**src/rtl/if_fetch.sv**
```systemverilog
// Instruction fetch stage: single-outstanding instruction-bus fetcher with a
// one-slot presentation register toward IF/ID, delayed-branch redirect and flush.
module if_fetch #(
    parameter logic [31:0] RESET_PC = 32'hBFC00000
) (
    input  logic        clk,
    input  logic        rst,
    input  logic [5:0]  stall,
    input  logic        flush,
    input  logic [31:0] new_pc,
    input  logic        branch_flag_i,
    input  logic [31:0] branch_target_address_i,
    output logic        ibus_req_o,
    output logic [31:0] ibus_addr_o,
    input  logic        ibus_ack_i,
    input  logic [31:0] ibus_rdata_i,
    output logic [31:0] pc_o,
    output logic [31:0] inst_o,
    output logic        inst_valid_o,
    output logic        adel_o,
    output logic        stallreq_o
);

    // state | meaning
    // IDLE  | no bus access outstanding; may issue a fetch or present an address error
    // WAIT  | fetch outstanding, data will be presented
    // HOLD  | fetched word presented but IF/ID stalled; advance deferred
    // ABORT | flushed fetch still outstanding; data will be dropped
    localparam logic [1:0] S_IDLE  = 2'd0;
    localparam logic [1:0] S_WAIT  = 2'd1;
    localparam logic [1:0] S_HOLD  = 2'd2;
    localparam logic [1:0] S_ABORT = 2'd3;

    logic [1:0]  state;
    logic [1:0]  state_next;
    logic [31:0] fetch_pc;
    logic [31:0] req_addr;
    logic [31:0] redirect_target;
    logic        redirect_pending;
    logic        aligned;
    logic        slot_blocked;
    logic        issue;
    logic        advance;
    logic [31:0] advance_pc;
    logic        bus_busy;
    logic        unused_stall;

    assign unused_stall = ^stall[5:2];

    assign aligned      = (fetch_pc[1:0] == 2'b00);
    // a presented slot that IF/ID has not taken yet must not be overwritten
    assign slot_blocked = inst_valid_o && stall[1];
    assign bus_busy     = (state == S_WAIT) || (state == S_ABORT);
    assign issue        = !rst && (state == S_IDLE) && !flush && !stall[0]
                          && aligned && !slot_blocked;

    assign ibus_req_o   = issue || bus_busy;
    assign ibus_addr_o  = issue ? fetch_pc : (bus_busy ? req_addr : 32'd0);
    assign stallreq_o   = (state == S_WAIT) && !ibus_ack_i;

    assign advance    = !flush && !stall[1] &&
                        (((state == S_WAIT) && ibus_ack_i) || (state == S_HOLD));
    assign advance_pc = redirect_pending ? redirect_target : fetch_pc + 32'd4;

    always_comb begin
        state_next = state;
        case (state)
            S_IDLE: begin
                if (issue) state_next = S_WAIT;
            end
            S_WAIT: begin
                if (ibus_ack_i)
                    state_next = (!flush && stall[1]) ? S_HOLD : S_IDLE;
                else if (flush)
                    state_next = S_ABORT;
            end
            S_HOLD: begin
                if (flush || !stall[1]) state_next = S_IDLE;
            end
            S_ABORT: begin
                if (ibus_ack_i) state_next = S_IDLE;
            end
            default: state_next = S_IDLE;
        endcase
    end

    always_ff @(posedge clk or posedge rst) begin
        if (rst) begin
            state            <= S_IDLE;
            fetch_pc         <= RESET_PC;
            req_addr         <= 32'd0;
            redirect_pending <= 1'b0;
            redirect_target  <= 32'd0;
        end else begin
            state <= state_next;
            if (issue) req_addr <= fetch_pc;
            if (flush) begin
                fetch_pc         <= new_pc;
                redirect_pending <= 1'b0;
            end else begin
                if (advance) fetch_pc <= advance_pc;
                // a new branch overrides the clear from a redirect consumed this cycle
                if (branch_flag_i) begin
                    redirect_pending <= 1'b1;
                    redirect_target  <= branch_target_address_i;
                end else if (advance) begin
                    redirect_pending <= 1'b0;
                end
            end
        end
    end

    always_ff @(posedge clk or posedge rst) begin
        if (rst) begin
            pc_o         <= 32'd0;
            inst_o       <= 32'd0;
            inst_valid_o <= 1'b0;
            adel_o       <= 1'b0;
        end else if (flush) begin
            inst_valid_o <= 1'b0;
            adel_o       <= 1'b0;
        end else begin
            case (state)
                S_WAIT: begin
                    if (ibus_ack_i) begin
                        inst_valid_o <= 1'b1;
                        pc_o         <= req_addr;
                        inst_o       <= ibus_rdata_i;
                        adel_o       <= 1'b0;
                    end
                end
                S_HOLD: begin
                    if (!stall[1]) inst_valid_o <= 1'b0;
                end
                S_IDLE: begin
                    if (!slot_blocked) begin
                        if (!aligned) begin
                            inst_valid_o <= 1'b1;
                            pc_o         <= fetch_pc;
                            inst_o       <= 32'd0;
                            adel_o       <= 1'b1;
                        end else begin
                            inst_valid_o <= 1'b0;
                            adel_o       <= 1'b0;
                        end
                    end
                end
                default: ;
            endcase
        end
    end

endmodule

```
**config.mk**
```make
export PLATFORM = sky130hd
export DESIGN_NAME = if_fetch
export DESIGN_NICKNAME = d
export VERILOG_FILES = /design/src/rtl/if_fetch.sv
export SDC_FILE = /design/constraint.sdc
export NUM_CORES = 1
export LEC_CHECK = 0
export BUFFER_PORTS_ARGS = -buffer_cell sky130_fd_sc_hd__buf_4
export CORE_ASPECT_RATIO = 1.75
export CORE_MARGIN = 5
export CORE_UTILIZATION = 55
export CTS_BUF_LIST = sky130_fd_sc_hd__clkbuf_8
export DETAILED_ROUTE_END_ITERATION = 7
export PLACE_DENSITY = 0.82
export SLEW_MARGIN = 20
export SYNTH_ARGS = -nofsm -noshare
export SYNTH_HDL_FRONTEND = slang
export SYNTH_SLANG_ARGS = --single-unit
```
**constraint.sdc**
```tcl
create_clock -name clk -period 6.25 [get_ports clk]
set_input_delay 0.3125 -clock clk [delete_from_list [all_inputs] [get_ports clk]]
set_output_delay 0.3125 -clock clk [all_outputs]
set_load 0.01 [all_outputs]
```
Yosys cells after proc, flatten, opt, wreduce, memory -nomap -nowiden:

Cells that the tools add are included.

* output and inout bits: 100
* bits of input ports: 107
* flip-flop bits (word level): 165
* word-level logic and storage cells: 88

* mux-type cells: 32
* bitwise gates (word level): 1
* eq/ne operators: 12
* reductions and logical operators: 33
* add/sub/neg operators: 1

Operators by type and width (number)
* $mux W32: 11
* $pmux W32 S2: 2
* $add A32 B3 Y32 const B: 1
* $mux W2: 6
* $logic_and A1 B1 Y1: 11
* $mux W1: 10
* $ne A2 B2 Y1 const B: 5
* $ne A3 B3 Y1 const B: 3
* $pmux W2 S4: 1
* $reduce_and A4 Y1: 2
* $logic_not A1 Y1: 6
* $reduce_bool A3 Y1: 2
* $reduce_and A5 Y1: 1
* $eq A2 B2 Y1 const B: 2
* $logic_not A2 Y1: 2
* $logic_or A1 B1 Y1: 4
* $reduce_bool A2 Y1: 2
* $reduce_bool A4 Y1: 1
* $pmux W1 S3: 1
* $reduce_and A3 Y1: 1
* $eq A2 B1 Y1 const B: 1
* $ne A2 B1 Y1 const B: 1
* $pmux W1 S2: 1
* $reduce_and A2 Y1: 1
* $not A1 Y1: 1

Longest topological paths before layout:

Gate-level depths: netlist (run 1).

* depth in word-level cells: 8
* mapped depth: 10
* mapped depth without buffers: 7

Least setup slack after synthesis (run 1):

Ideal clock, no wire load.

* kind: input-to-output
* from: input rst
* to: output ibus_addr_o[17]
* setup slack: 1.129 ns
* required time: 5.938 ns
* cell stages on the path: 6
* arrival: 4.808 ns
* buffers on the path: 2
* cell sequence: inv_1 nand4_1 nor2_1 buf_2 buf_2 a22o_1

* longest elaborated chain between the ends: 7

Ends and longest elaborated chain
* start, declared: line 7 `input logic rst,`
* $logic_not A1 Y1 (no line)
* $logic_and A1 B1 Y1 (3 in series): line 54 `assign issue = !rst && (state == S_IDLE) && !flush && !stall[0]`
* $logic_and A1 B1 Y1 (2 in series): line 55 `&& aligned && !slot_blocked;`
* $mux W32: line 58 `assign ibus_addr_o = issue ? fetch_pc : (bus_busy ? req_addr : 32'd0);`
* end, declared: line 14 `output logic [31:0] ibus_addr_o,`

No other way between the ends.

Final worst setup path (run 1):

* from: register state[1]
* to: output ibus_addr_o[16]

* longest elaborated chain between the ends: 7
* elaborated cells between the ends (all ways): 11
* classes of those cells: eq/ne: 2; mux: 2; reduce/logical: 7

Ends and longest elaborated chain
* start, declared: line 34 `logic [1:0] state;`
* start signal, assigned: line 95 `state <= state_next;`
* $logic_not A2 Y1: line 54
* $logic_and A1 B1 Y1 (3 in series): line 54
* $logic_and A1 B1 Y1 (2 in series): line 55
* $mux W32 (*): line 58

Every way passes the cells marked *; elsewhere a longest branch is shown, timed or not.

==> flow_summary.ini, run 1 <==
[finish]
final.fill_count = 1216
fin_cells = 1207
regArea_mm2 = 0.00414
final_common_cell = buf_4
area_delta_synth_final_pct = 23.5
postLayoutCoreUtil_pct = 68.5
drive_gt1_share_pct = 30.7
multi_input_area_mm2 = 0.00369
layout_common_cells = buf_4 (213), nand2_1 (209), dfrtp_1 (156)
final_nets = 1124
antenna_cells = 0

[floorplanning]
die-area_mm2 = 0.0175
rows = 59
ios = 207
dieWidth_um = 102
fp.coreArea_mm2 = 0.0148
die_h_um = 171
initial_core_util_pct = 55.4

[placement]
portBuffers = 202
place_worst_setup_slack_ns = 3.14
post-dp-hpwl_mm = 15.7
gp_routability_congestion = 0.860
place_inst = 1175

[logic_synthesis]
syn_nets = 956
synth_warnings = 0
ys_seq_area_share_pct = 50.6
syn_avg_cell_area_um2 = 9.71
synth-edff-count = 0
ys_types = 66
netlist_instances = 843
syn_area_mm2 = 0.00818
synth-seq-cells = 165
ys.flop_type = dfrtp_1
async_reset_ff_share_pct = 100

[critical_path]
crit_path_end_kind = primary output
crit_top_cell = buf_4
critPathMaxStageDelay_ns = 0.49
crit_slowest_cell = buf_4
cp_max_fo = 57
critPathRequiredTime_ns = 5.94
critPathArrivalTime_ns = 3.12
setup.worst_path.class = reg -> out
cp_cell_sequence = inv_1 -> ha_2 -> nor3b_2 -> nand4_1 -> nor2_4 -> buf_4 -> nor2_2 -> buf_4 -> a22o_1 -> buf_4
cp-start-kind = register
crit_start = state[1]
rr_startpoint = state[1]

[route]
vias = 7048
first_pass_iters = 5
drt_iter0_drc = 390
routed_wl_mm = 21.8
postRouteAntennaNets = 0
avgViaCountPerCell = 5.84
drcViolationCount = 0
routedWlPerCell_um = 18.1

[sta]
finalHoldViolations = 0
fmaxAchievable_mhz = 292
setup_tns_ns = 0
setup_ws_ns = 2.82
worstMarginPinSlew_ns = 1.06
max-slew-margin-rel_pct = 29.2
min_period_ns = 3.43
whs_ns = 0.0540
finalCritPeriodShare_pct = 54.8
slew_violations = 0
final.setup_skew_ns = 0.0208
setup_viol = 0
rsz0062_at_grt = no

[global_route]
overflow = 0
grt_max_degree = 101
grt_pass1_wl_mm = 35.5
grtUsageTotal_pct = 25.5
grt_pass1_vias = 7100
antenna_found_initial = 0

[pwr]
p_int_w = 0.00243
switchingPower_w = 0.00164
p_comb_share_pct = 39.4
switching_share_pct = 40.3
powerDensity_mw_per_mm2 = 402
irDropWorstVdd_v = 0.000201
p_leak_nw = 4.91
sequentialPowerShare_pct = 42.0
clock_power_share_pct = 18.6

[clocking]
clkLatencyLatePin_ns = 0.45
root_buffer = clkbuf_8
cts_setup_buffers = 0
cts_tree = built
holdBufCountCts = 0
cts_resized = 0
clockBufferDepth = 2
clk_pin_slew_ns = 0.12
cts.sinks = 165
htree_num_levels = 4
cts_inserted_buffers = 17

[run]
max_cap_viol_count = 0

[run_status]
status = completed

[worst_hold_path]
hp-class = in -> async
## power groups by stage
stage	clock network (W)	registers, W	logic, W
6_report	0.000757	0.00171	0.00160
5_1_grt	0.000822	0.00175	0.00179
4_1_cts	0.000775	0.00170	0.00162
3_5_place_dp	0	0.00173	0.00162
3_3_place_gp	0	0.00170	0.00158
2_1_floorplan	0	0.00170	0.000957
## flip-flops by register name, summed over array words and instances (netlist names)
| signal | flops |
|---|---|
| pc_o | 32 |
| state | 2 |
| redirect_pending | 1 |
| redirect_target | 32 |
| adel_o | 1 |
| inst_valid_o | 1 |
| req_addr | 32 |
| inst_o | 32 |
| fetch_pc | 32 |
## cell usage after synthesis, types with 3 or more instances
cell / instances / area (µm²)
nand2_1: 209 / 785
dfrtp_1: 156 / 3900
o21ai_0: 63 / 315
nand3_1: 45 / 225
mux2i_1: 38 / 380
a22o_1: 35 / 307
clkbuf_1: 35 / 131
mux2_2: 33 / 372
nor2_1: 22 / 82.6
a21oi_1: 15 / 75.1
buf_2: 14 / 70.1
inv_1: 12 / 45.0
nor3_1: 10 / 50.1
o21ai_1: 10 / 50.1
and2_1: 9 / 56.3
dfstp_2: 9 / 236
and3_1: 7 / 43.8
o211ai_1: 7 / 52.6
a221oi_1: 6 / 52.6
a22oi_1: 6 / 45.0
a31oi_1: 6 / 37.5
ha_1: 6 / 75.1
nand4_1: 6 / 37.5
buf_1: 5 / 18.8
clkbuf_8: 5 / 68.8
a222oi_1: 4 / 40.0
a41oi_1: 4 / 35.0
buf_4: 4 / 30.0
nor4_2: 4 / 50.1
o22ai_1: 4 / 25.0
a21o_1: 3 / 22.5
and3_2: 3 / 22.5
o311ai_0: 3 / 26.3
o31a_1: 3 / 26.3
## layer usage
| layer | up-vias | track usage [%] | share of wire, % |
|---|---|---|---|
| li1 | 3329 | - | - |
| met1 | 3404 | 31.9 | 39 |
| met2 | 265 | 43.3 | 51 |
| met3 | 50 | 4.10 | 6.1 |
| met4 | 0 | 10.8 | 3.6 |
| met5 | - | 0 | 0 |
## area by class of cell
class,instances,share of cell area (%)
Sequential cell,165,41.0
Multi-Input combinational cell,601,36.5
Tap cell,183,2.27
Timing Repair Buffer,213,15.8
Clock buffer,17,2.31
Clock inverter,15,1.60
Inverter,13,0.532
## worst max-delay path: cells and delay by family, from the launching register on
family,cells,cell delay (ns)
simple gates,4,0.73
buf+inv,4,1.04
compound gates,1,0.25
fa+ha+maj,1,0.19
flops,1,0.43
## through the flow
| stage | cell area [µm²] | power [W] |
|---|---|---|
| final | 10100 | 0.00407 |
| after CTS | 10100 | 0.00410 |
| after floorplan | 8180 | 0.00266 |
| after global routing | 10100 | 0.00436 |
| after detailed placement | 9710 | 0.00335 |
| after global placement | 9710 | 0.00327 |
## cells by family (layout without fill, tap and decap cells)
logic type | after synthesis | after routing | synth area share [%]
and+or+nand+nor | 340 | 340 | 19.5
AOI/OAI and AO/OA | 184 | 184 | 15.2
DFF | 165 | 165 | 50.6
buffers and inverters | 77 | 258 | 4.59
muxes | 71 | 71 | 9.19
adders and majority gates | 6 | 6 | 0.917
## final timing paths
| check | cells after the start | to | slack, ns |
|---|---|---|---|
| min | 2 | inst_o[18] | 0.05 |
| min reg2reg | 2 | inst_o[0] | 0.48 |
| min in group clk | 3 | fetch_pc[0] | 0.07 |
| max reg2reg | 8 | pc_o[15] | 3.36 |
| max in group asynchronous | 3 | req_addr[31] | 4.77 |
| max | 10 | ibus_addr_o[16] | 2.82 |
No activity file was read; power rests on OpenSTA's default activity.
==> run 2: changes to the inputs <==
--- a/config.mk
+++ b/config.mk
@@ -5,13 +5,14 @@
 export SDC_FILE = /design/constraint.sdc
 export NUM_CORES = 1
 export LEC_CHECK = 0
+export ABC_AREA = 1
 export BUFFER_PORTS_ARGS = -buffer_cell sky130_fd_sc_hd__buf_4
 export CORE_ASPECT_RATIO = 1.75
 export CORE_MARGIN = 5
-export CORE_UTILIZATION = 55
+export CORE_UTILIZATION = 50
 export CTS_BUF_LIST = sky130_fd_sc_hd__clkbuf_8
 export DETAILED_ROUTE_END_ITERATION = 7
-export PLACE_DENSITY = 0.82
+export PLACE_DENSITY = 0.79
 export SLEW_MARGIN = 20
 export SYNTH_ARGS = -nofsm -noshare
 export SYNTH_HDL_FRONTEND = slang
==> constraint.sdc (replaced) <==
create_clock -name clk -period 2.79 [get_ports clk]
set_input_delay 0.1395 -clock clk [delete_from_list [all_inputs] [get_ports clk]]
set_output_delay 0.1395 -clock clk [all_outputs]
set_load 0.01 [all_outputs]
==> flow_summary.ini, run 2 <==
[run_status]
status = completed

[clocking]
clockBufferDepth = 2
htree_num_levels = 4
cts_inserted_buffers = 17
clkLatencyLatePin_ns = 0.46
root_buffer = clkbuf_8
cts.sinks = 165
cts_tree = built
cts_setup_buffers = 0
clk_pin_slew_ns = 0.09

[finish]
final_nets = 1351
antenna_cells = 0
area_delta_synth_final_pct = 32.5
layout_common_cells = nand2_1 (251), buf_4 (212), dfrtp_1 (156)
drive_gt1_share_pct = 24.8
final.fill_count = 1329
final_common_cell = nand2_1
postLayoutCoreUtil_pct = 66.9

[sta]
final.setup_skew_ns = 0.0191
setup_tns_ns = 0
worstMarginPinSlew_ns = 0.724
finalCritPeriodShare_pct = 93.8
max-slew-margin-rel_pct = 51.8
setup_viol = 0
finalHoldViolations = 0
slew_violations = 0
min_period_ns = 2.62
rsz0062_at_grt = no
fmaxAchievable_mhz = 382

[floorplanning]
fp.coreArea_mm2 = 0.0163
ios = 207
rows = 62
die-area_mm2 = 0.0192
initial_core_util_pct = 50.5
dieWidth_um = 107
die_h_um = 180

[critical_path]
cp_max_fo = 59
critPathRequiredTime_ns = 2.65
critPathMaxStageDelay_ns = 0.41
cp_cell_sequence = inv_1 -> ha_2 -> inv_2 -> nor2_1 -> nand4_1 -> buf_12 -> o22ai_1 -> buf_4
reg2reg_slack_ns = 0.62
setup.worst_path.class = reg -> out
crit_slowest_cell = dfrtp_1
cp-start-kind = register
critPathArrivalTime_ns = 2.48
crit_path_end_kind = primary output

[pwr]
irDropWorstVdd_v = 0.000609
p_leak_nw = 5.25
powerDensity_mw_per_mm2 = 984

[logic_synthesis]
syn_area_mm2 = 0.00823
ys.flop_type = dfrtp_1
syn_avg_cell_area_um2 = 8.29
synth.most_common_cell = nand2_1
synth.top_cell.area_share_pct = 47.4
netlist_instances = 992
async_reset_ff_share_pct = 100
synth_top_area_cell = dfrtp_1
ys_types = 39
synth-seq-cells = 165
ys_seq_area_share_pct = 50.3
synth_area_leaders = dfrtp_1 (47%), nand2_1 (11%), nor2_1 (5.1%)
syn_nets = 1105
synth-edff-count = 0
ys_top_cells_by_count = nand2_1 (251), dfrtp_1 (156), nor2_1 (112)
synth_warnings = 0

[route]
first_pass_iters = 6
routed_wl_mm = 23.5
avgViaCountPerCell = 5.42
drt_iter0_drc = 568
drcViolationCount = 0
vias = 7821
postRouteAntennaNets = 0
routedWlPerCell_um = 16.3

[placement]
post-dp-hpwl_mm = 16.7
portBuffers = 202
gp_routability_congestion = 0.894

[global_route]
antenna_found_initial = 0
grt_max_degree = 128
grt_pass1_wl_mm = 38.7
grtUsageTotal_pct = 24.9
overflow = 0
grt_pass1_vias = 7737

[run]
max_cap_viol_count = 0

[worst_hold_path]
hp-class = in -> reg
[run 2: cell types whose count changed in the layout (fill, tap and decap cells not counted), moves of 11 or more]
| cell | previous run | this run |
|---|---|---|
| a21oi_1 | 15 | 26 |
| a22o_1 | 35 | 15 |
| a31oi_1 | 6 | 39 |
| dlygate4sd3_1 | 0 | 71 |
| inv_1 | 11 | 55 |
| mux2i_1 | 38 | 0 |
| nand2_1 | 209 | 251 |
| nand3_1 | 45 | 74 |
| nor2_1 | 20 | 111 |
| o21ai_1 | 10 | 22 |
| o22ai_1 | 4 | 30 |
[run 2: metrics by stage]
step	worst slack (ns)	area, µm²	hold slack (ns)	cells	power, W
4_1_cts	0.0402	10900	0.00259	1443	0.0108
3_5_place_dp	0.523	9830	0.367	1340	0.00909
3_3_place_gp	0.554	9830	0.360	1340	0.00895
2_1_floorplan	0.559	8230	0.280	992	0.00711
5_1_grt	0.00301	10900	0.00343	1443	0.0116
6_report	0.174	10900	0.0283	1443	0.0107
[run 2: cell families after synthesis]
family / count (synthesis) / synth area share [%]
compound gates: 209 / 15.1
mux: 25 / 3.42
simple gates: 465 / 23.6
flops: 165 / 50.3
xor+xnor: 3 / 0.319
buf+inv: 119 / 6.37
fa+ha+maj: 6 / 0.912
[run 2: cell type report]
type,instances,area [µm²],area share (%)
clock inverter,15,126,1.16
tap,192,240,2.20
sequential,165,4140,38.0
multi-input combinational,708,3570,32.7
timing repair buffer,286,2360,21.7
clock buffer,17,234,2.15
inverter,60,231,2.12
[run 2: metal layers]
metal / GRT usage, % / routed length, µm
met1: 30.2 / 9370
met3: 4.45 / 1320
met4: 11.2 / 879
met2: 42.9 / 12000
met5: 0 / 0
[run 2: timing repair]
item / CTS / global route
endpoints found under the hold margin: 226 / 0
endpoints found under the setup margin: 0 / 23
gates resized for setup: 0 / 1
hold buffers: 71 / 0
[run 2: critical path: cells and delay by family, from the launching register on]
kind / cells / cell delay, ns
AND/OR/NAND/NOR: 2 / 0.28
AO/OA/AOI/OAI: 1 / 0.34
flip-flops: 1 / 0.41
buffers and inverters: 4 / 0.64
adder cells (fa/ha/maj): 1 / 0.33
[run 2: worst paths after layout]
kind | start | end | depth (start not counted)
setup / recovery | state[1] | ibus_addr_o[19] | 8
setup reg to reg | state[1] | inst_o[8] | 8
min in group asynchronous | rst | req_addr[1] | 4
hold / removal | new_pc[7] | fetch_pc[7] | 3
hold reg to reg | req_addr[6] | req_addr[6] | 2
max in group asynchronous | rst | fetch_pc[16] | 4
[run 2: power by group]
| group | internal [W] | switching, W | leakage, nW |
|---|---|---|---|
| registers | 0.00339 | 0.000722 | 1.99 |
| logic | 0.00204 | 0.00301 | 3.07 |
| clock network | 0.000637 | 0.000944 | 0.183 |
